## config.mk

```make
export PLATFORM = sky130hd
export DESIGN_NAME = mmio_gpio_flat
export DESIGN_NICKNAME = d
export VERILOG_FILES = /design/src/rtl/mmio_gpio_pkg.sv /design/src/rtl/mmio_gpio_if.sv /design/src/rtl/mmio_gpio_debounce.sv /design/src/rtl/mmio_gpio.sv /design/src/flat_wrapper.sv
export SDC_FILE = /design/constraint.sdc
export NUM_CORES = 1
export LEC_CHECK = 0
export ABC_CLOCK_PERIOD_IN_PS = 2900
export BUFFER_PORTS_ARGS = -buffer_cell sky130_fd_sc_hd__buf_2
export CAP_MARGIN = 20
export CORE_MARGIN = 5
export CORE_UTILIZATION = 30
export CTS_CLUSTER_DIAMETER = 120
export CTS_CLUSTER_SIZE = 40
export DETAILED_ROUTE_END_ITERATION = 10
export PLACE_DENSITY = 0.46
export SYNTH_ARGS = -nofsm -noshare
export SYNTH_HDL_FRONTEND = slang
export SYNTH_HIERARCHICAL = 1
export SYNTH_SLANG_ARGS = --single-unit
```

## constraint.sdc

```tcl
create_clock -name clk -period 2.9 [get_ports clk]
set_clock_uncertainty 0.05 [all_clocks]
set_input_delay 0.58 -clock clk [delete_from_list [all_inputs] [get_ports clk]]
set_output_delay 0.58 -clock clk [all_outputs]
set_load 0.01 [all_outputs]
```

## src/rtl/mmio_gpio_pkg.sv

```systemverilog
// Purpose: shared register offsets, bus width and default window base for the GPIO peripheral.
// Latency: n/a (constants and types only).
// Backpressure: n/a.
package mmio_gpio_pkg;

  localparam int          REG_BUS_W         = 32;
  localparam logic [31:0] GPIO_DEFAULT_BASE = 32'h0000_1000;

  // Word offset inside the 16-byte window, taken from addr[3:2].
  typedef enum logic [1:0] {
    GPIO_OFF_SW   = 2'd0,
    GPIO_OFF_LED  = 2'd1,
    GPIO_OFF_EDGE = 2'd2,
    GPIO_OFF_MASK = 2'd3
  } gpio_off_e;

  typedef logic [REG_BUS_W-1:0] reg_bus_t;

endpackage

```

## src/rtl/mmio_gpio_if.sv

```systemverilog
// Purpose: core data-port bus (ce/we/addr/data) shared by data_ram and memory-mapped peripherals.
// Latency: reads are combinational; writes take effect at the next rising edge.
// Backpressure: none; every access completes in the cycle it is presented.
interface mmio_gpio_if;
  import mmio_gpio_pkg::*;

  logic        ce;
  logic        we;
  logic [31:0] addr;
  reg_bus_t    data_i;
  reg_bus_t    data_o;
  logic        hit_o;

  modport master (output ce, we, addr, data_i, input data_o, hit_o);
  modport slave  (input ce, we, addr, data_i, output data_o, hit_o);

endinterface

```

## src/rtl/mmio_gpio_debounce.sv

```systemverilog
// Purpose: one switch channel: 2-FF synchroniser, hold counter, accepted (stable) level and change pulse.
// Latency: raw change reaches stable_o after 2 + DEBOUNCE_CYC cycles; edge_o is high in the cycle before.
// Backpressure: none; free-running per channel.
module mmio_gpio_debounce #(
  parameter int DEBOUNCE_CYC = 1000
) (
  input  logic clk,
  input  logic rst,
  input  logic raw_i,
  output logic stable_o,
  output logic edge_o
);

  localparam int                CNT_W   = (DEBOUNCE_CYC > 1) ? $clog2(DEBOUNCE_CYC) : 1;
  localparam logic [CNT_W-1:0]  CNT_MAX = CNT_W'(DEBOUNCE_CYC - 1);

  logic             sync1_q, sync1_d;
  logic             sync2_q, sync2_d;
  logic             stable_q, stable_d;
  logic [CNT_W-1:0] cnt_q, cnt_d;
  logic             edge_pulse;

  // Next-state: synced level must differ from stable for DEBOUNCE_CYC cycles in a row to be accepted.
  always_comb begin
    sync1_d    = raw_i;
    sync2_d    = sync1_q;
    stable_d   = stable_q;
    cnt_d      = '0;
    edge_pulse = 1'b0;
    if (sync2_q != stable_q) begin
      if (cnt_q == CNT_MAX) begin
        stable_d   = sync2_q;
        edge_pulse = 1'b1;
      end else begin
        cnt_d = cnt_q + 1'b1;
      end
    end
  end

  // State registers; reset throws away any count in progress.
  always_ff @(posedge clk) begin
    if (rst) begin
      sync1_q  <= 1'b0;
      sync2_q  <= 1'b0;
      stable_q <= 1'b0;
      cnt_q    <= '0;
    end else begin
      sync1_q  <= sync1_d;
      sync2_q  <= sync2_d;
      stable_q <= stable_d;
      cnt_q    <= cnt_d;
    end
  end

  assign stable_o = stable_q;
  // Pulse coincides with the stable update so status and SW_DATA change on the same edge.
  assign edge_o   = edge_pulse;

endmodule

```

## src/rtl/mmio_gpio.sv

```systemverilog
// Purpose: memory-mapped switch/LED peripheral: SW_DATA, LED_DATA, W1C EDGE_STS, IRQ_MASK and a maskable irq.
// Latency: zero-cycle reads, writes visible next cycle, irq_o one cycle after EDGE_STS.
// Backpressure: none; accesses are never stalled.
module mmio_gpio
  import mmio_gpio_pkg::*;
#(
  parameter int          SW_WIDTH     = 12,
  parameter int          LED_WIDTH    = 32,
  parameter int          DEBOUNCE_CYC = 1000,
  parameter logic [31:0] BASE_ADDR    = GPIO_DEFAULT_BASE
) (
  input  logic                 clk,
  input  logic                 rst,
  mmio_gpio_if.slave           bus,
  input  logic [SW_WIDTH-1:0]  switch_on,
  output logic [LED_WIDTH-1:0] led_out,
  output logic                 irq_o
);

  logic [SW_WIDTH-1:0]  sw_stable;
  logic [SW_WIDTH-1:0]  sw_edge;

  logic [LED_WIDTH-1:0] led_q, led_d;
  logic [SW_WIDTH-1:0]  sts_q, sts_d;
  logic [SW_WIDTH-1:0]  mask_q, mask_d;
  logic                 irq_q, irq_d;

  logic                 hit;
  logic                 wr;
  gpio_off_e            off;
  reg_bus_t             rd_val;
  logic [SW_WIDTH-1:0]  w1c_bits;
  logic                 unused_bus_bits;

  genvar g;
  generate
    for (g = 0; g < SW_WIDTH; g++) begin : g_ch
      mmio_gpio_debounce #(.DEBOUNCE_CYC(DEBOUNCE_CYC)) u_db (
        .clk      (clk),
        .rst      (rst),
        .raw_i    (switch_on[g]),
        .stable_o (sw_stable[g]),
        .edge_o   (sw_edge[g])
      );
    end
  endgenerate

  // Address decode: 16-byte window, low two address bits ignored.
  always_comb begin
    hit = bus.ce & (bus.addr[31:4] == BASE_ADDR[31:4]);
    wr  = hit & bus.we;
    off = gpio_off_e'(bus.addr[3:2]);
  end

  // Register next-state; a new edge pulse outranks a W1C of the same bit.
  always_comb begin
    led_d    = led_q;
    mask_d   = mask_q;
    w1c_bits = '0;
    if (wr) begin
      unique case (off)
        GPIO_OFF_LED:  led_d    = bus.data_i[LED_WIDTH-1:0];
        GPIO_OFF_EDGE: w1c_bits = bus.data_i[SW_WIDTH-1:0];
        GPIO_OFF_MASK: mask_d   = bus.data_i[SW_WIDTH-1:0];
        default:       ;
      endcase
    end
    sts_d = (sts_q & ~w1c_bits) | sw_edge;
    irq_d = |(sts_q & mask_q);
  end

  // Registers and interrupt flop.
  always_ff @(posedge clk) begin
    if (rst) begin
      led_q  <= '0;
      sts_q  <= '0;
      mask_q <= '0;
      irq_q  <= 1'b0;
    end else begin
      led_q  <= led_d;
      sts_q  <= sts_d;
      mask_q <= mask_d;
      irq_q  <= irq_d;
    end
  end

  // Read mux; bus sees zero unless this is a read hitting the window.
  always_comb begin
    rd_val = '0;
    unique case (off)
      GPIO_OFF_SW:   rd_val[SW_WIDTH-1:0]  = sw_stable;
      GPIO_OFF_LED:  rd_val[LED_WIDTH-1:0] = led_q;
      GPIO_OFF_EDGE: rd_val[SW_WIDTH-1:0]  = sts_q;
      GPIO_OFF_MASK: rd_val[SW_WIDTH-1:0]  = mask_q;
      default:       ;
    endcase
    bus.data_o = (hit & ~bus.we) ? rd_val : '0;
  end

  assign bus.hit_o = hit;
  assign led_out   = led_q;
  assign irq_o     = irq_q;

  assign unused_bus_bits = ^{bus.data_i, bus.addr[1:0]};

endmodule

```

## src/flat_wrapper.sv

```systemverilog
// flat-port wrapper written by rule: the top's interface ports become plain ports
module mmio_gpio_flat import mmio_gpio_pkg::*;
#(
  parameter int          SW_WIDTH     = 12,
  parameter int          LED_WIDTH    = 32,
  parameter int          DEBOUNCE_CYC = 1000,
  parameter logic [31:0] BASE_ADDR    = GPIO_DEFAULT_BASE
)
  (clk, rst, switch_on, led_out, irq_o, bus_ce, bus_we, bus_addr, bus_data_i, bus_data_o, bus_hit_o);
  mmio_gpio_if bus_i ();
  input  logic clk;
  input  logic rst;
  input  logic [SW_WIDTH-1:0] switch_on;
  output logic [LED_WIDTH-1:0] led_out;
  output logic irq_o;
  input wire logic [$bits(bus_i.ce)-1:0] bus_ce;
  input wire logic [$bits(bus_i.we)-1:0] bus_we;
  input wire logic [$bits(bus_i.addr)-1:0] bus_addr;
  input wire logic [$bits(bus_i.data_i)-1:0] bus_data_i;
  output wire logic [$bits(bus_i.data_o)-1:0] bus_data_o;
  output wire logic [$bits(bus_i.hit_o)-1:0] bus_hit_o;
  assign bus_i.ce = bus_ce;
  assign bus_i.we = bus_we;
  assign bus_i.addr = bus_addr;
  assign bus_i.data_i = bus_data_i;
  assign bus_data_o = bus_i.data_o;
  assign bus_hit_o = bus_i.hit_o;
  mmio_gpio #(.SW_WIDTH(SW_WIDTH), .LED_WIDTH(LED_WIDTH), .DEBOUNCE_CYC(DEBOUNCE_CYC), .BASE_ADDR(BASE_ADDR)) u_core (.clk(clk), .rst(rst), .bus(bus_i), .switch_on(switch_on), .led_out(led_out), .irq_o(irq_o));
endmodule
```

==> results.cfg <==
[status]
status = finished clean

[detailed_routing]
dr.pass1.iters = 5
num_vias = 8236
wire_per_inst_um = 15.08
postRouteAntennaNets = 0
avgViaCountPerCell = 4.941
drt_iter0_drc = 362
routed_wl_um = 25150
drc = 0

[sta]
tns_ps = 0
slew-limit-headroom = 0.6549
rsz0062_at_grt = no
hold_viol = 0
worst_pin_slew_ps = 517.7
min_period_ps = 2757
fin_crit_sh = 0.9508
max_freq_mhz = 362.7
slew_violations = 0
finalSetupViolCount = 0

[place]
port_buffers = 143
dp.cells = 1650
hpwl_um = 18530
gp_congestion = 0.7874
dpl_cell_area_um2 = 11620

[logic_synthesis]
synthFlopType = dfxtp_1
synth-async-reset-ratio = 0
yosysSeqAreaShare = 0.4154
syn_nets = 1156
yosys.area.top_type = dfxtp_1
netlist_top_cells_area = dfxtp_1 (42%), nand2b_1 (4.8%), mux2i_1 (4.3%)
synth_area_um2 = 10260
syn_avg_cell_area_um2 = 9.647
synthCells = 1064
synth_common_cells = dfxtp_1 (213), nand2b_1 (78), nor2_1 (65), inv_1 (50), nand3_1 (49)
yosys_warnings = 6
synth_edf_count = 0
synth_seq_cells = 213
synth_cell_types = 50
yosysMostFrequentCell = dfxtp_1
synth_top_area_frac = 0.4154

[die]
core-area_um2 = 33620
initial_core_util = 0.3054
dieArea_um2 = 38020
num_rows = 67
die_x_um = 195.0
io_pins = 146
die_y_um = 195.0

[worst_hold_path]
holdCritPathClass = in -> reg

[global_routing]
track_usage = 0.1291
grt_max_degree = 41
overflow = 0
antenna_found_initial = 0
grt_pass1_wl_um = 41670
grt_pass1_vias = 8010

[clocking]
clk_latency_ps = 500
cts.sinks = 213
cts-buffers-inserted = 10
clk_path_buf_depth = 3
tritoncts = done
clk_pin_slew_ps = 140
htreeDepth = 1
holdBufCountCts = 0
cts_root_buf = clkbuf_16
cts_setup_buffers = 0
cts_resized = 0

[critical_path]
critPathArrivalTime_ps = 2130
end_kind = output pin
path_max_fanout = 6
timing_worst_setup_path_type = in -> out
critPathRequiredTime_ps = 2270
startpoint_type = input port

[final_layout]
nNetsFinal = 1307
synthToLayoutAreaGrowth_pct = 16.88
final_area_um2 = 12000
antenna_cells = 0
fin_cells = 1667
drive_gt1_frac = 0.2248
nFillCells = 3405

[job]
max_cap_violations = 0

[pwr]
total_power_uw = 5016
power_density_nw_per_um2 = 418.1
peakVddDrop_mv = 0.3262
p_leak_uw = 0.003934
[metrics by stage]
| stage | util | hold WS (ps) | worst slack [ps] |
|---|---|---|---|
| floorplan | - | 363.8 | 376.4 |
| global placement | 0.3456 | 367.5 | 78.21 |
| detailed placement | 0.3456 | 372.0 | 71.51 |
| CTS | 0.3562 | 191.2 | 69.42 |
| global route | 0.3569 | 193.1 | 0.5214 |
| finish | 0.3569 | 216.3 | 142.7 |
[logic make-up (layout without fill, tap and decap cells)]
group | Yosys count | count (layout) | synth area share
AOI/OAI and AO/OA | 187 | 187 | 0.1404
xor gates and xnor gates | 49 | 49 | 0.04181
adders and majority gates | 12 | 12 | 0.01463
buffers and inverters | 72 | 227 | 0.02950
DFF | 213 | 213 | 0.4154
muxes | 56 | 56 | 0.06923
and+or+nand+nor | 475 | 475 | 0.2890
[layout make-up]
| cell class | instances | area, um^2 | area share |
|---|---|---|---|
| Timing Repair Buffer | 161 | 910.9 | 0.07592 |
| Clock buffer | 11 | 275.3 | 0.02294 |
| Clock inverter | 5 | 80.08 | 0.006674 |
| Sequential cell | 213 | 4264 | 0.3554 |
| Multi-Input combinational cell | 779 | 5719 | 0.4767 |
| Inverter | 50 | 187.7 | 0.01564 |
| Tap cell | 448 | 560.5 | 0.04672 |
[path summary, 6_finish.rpt]
path	start	end	slack (ps)	cells after the start
setup / recovery	bus_addr[20]	bus_data_o[3]	140	7
hold / removal	bus_data_i[2]	u_core/sts_q[2]	220	2
setup reg to reg	u_core/g_ch[9].u_db/cnt_q[0]	u_core/sts_q[9]	1170	5
hold reg to reg	u_core/g_ch[1].u_db/sync1_q	u_core/g_ch[1].u_db/sync2_q	400	1
[registers in the layout, summed over array words and instances, names as in the netlist]
signal,cells
u_core/mask_q,12
u_core/led_out,32
u_core/g_ch.u_db/sync1_q,12
u_core/g_ch.u_db/cnt_q,120
u_core/g_ch.u_db/sync2_q,12
u_core/sts_q,12
u_core/irq_o,1
u_core/g_ch.u_db/stable_o,12
[layer usage]
metal  wire length [um]  GRT usage  share of wire  up-vias
met5                  0          0              0        -
met2              10900     0.2060           0.43      158
met4                237    0.01991         0.0094        0
met1              12890     0.1871           0.51     3844
met3               1117    0.02275          0.044       15
li1                   -          -              -     4219
[where the power goes]
group          internal [uW]  total (uW)  switching [uW]  leakage, uW
clock network            756        1830            1080     0.000172
logic                    105         225             120      0.00204
registers               2950        2960            11.5      0.00172
[layout by cell type, fill, tap and decap left out, drive strengths merged, types with 2 or more instances in the layout]
| cell type | netlist | layout |
|---|---|---|
| a21oi | 36 | 36 |
| a221oi | 3 | 3 |
| a22o | 3 | 3 |
| a311o | 11 | 11 |
| a311oi | 24 | 24 |
| a31oi | 24 | 24 |
| a32oi | 12 | 12 |
| and2 | 32 | 32 |
| and3 | 12 | 12 |
| and4 | 12 | 12 |
| and4bb | 12 | 12 |
| buf | 7 | 161 |
| clkbuf | 15 | 11 |
| clkinv | 0 | 2 |
| dfxtp | 213 | 213 |
| ha | 12 | 12 |
| inv | 50 | 53 |
| mux2i | 44 | 44 |
| mux4 | 12 | 12 |
| nand2 | 37 | 37 |
| nand2b | 78 | 78 |
| nand3 | 49 | 49 |
| nand4 | 38 | 38 |
| nand4bb | 12 | 12 |
| nor2 | 87 | 87 |
| nor2b | 36 | 36 |
| nor3 | 13 | 13 |
| nor4 | 20 | 20 |
| nor4b | 2 | 2 |
| o211ai | 11 | 11 |
| o21ai | 36 | 36 |
| o221a | 13 | 13 |
| o31ai | 12 | 12 |
| or2 | 11 | 11 |
| or3 | 24 | 24 |
| xnor2 | 35 | 35 |
| xor2 | 14 | 14 |
[worst max-delay path, cell delays in order]
cell and delay (ps):
buf_2 110, nor4b_4 370, nand4_4 140, or3_1 390, buf_4 190, nor2b_1 180
buf_2 160
(Power assumes the default switching activity.)
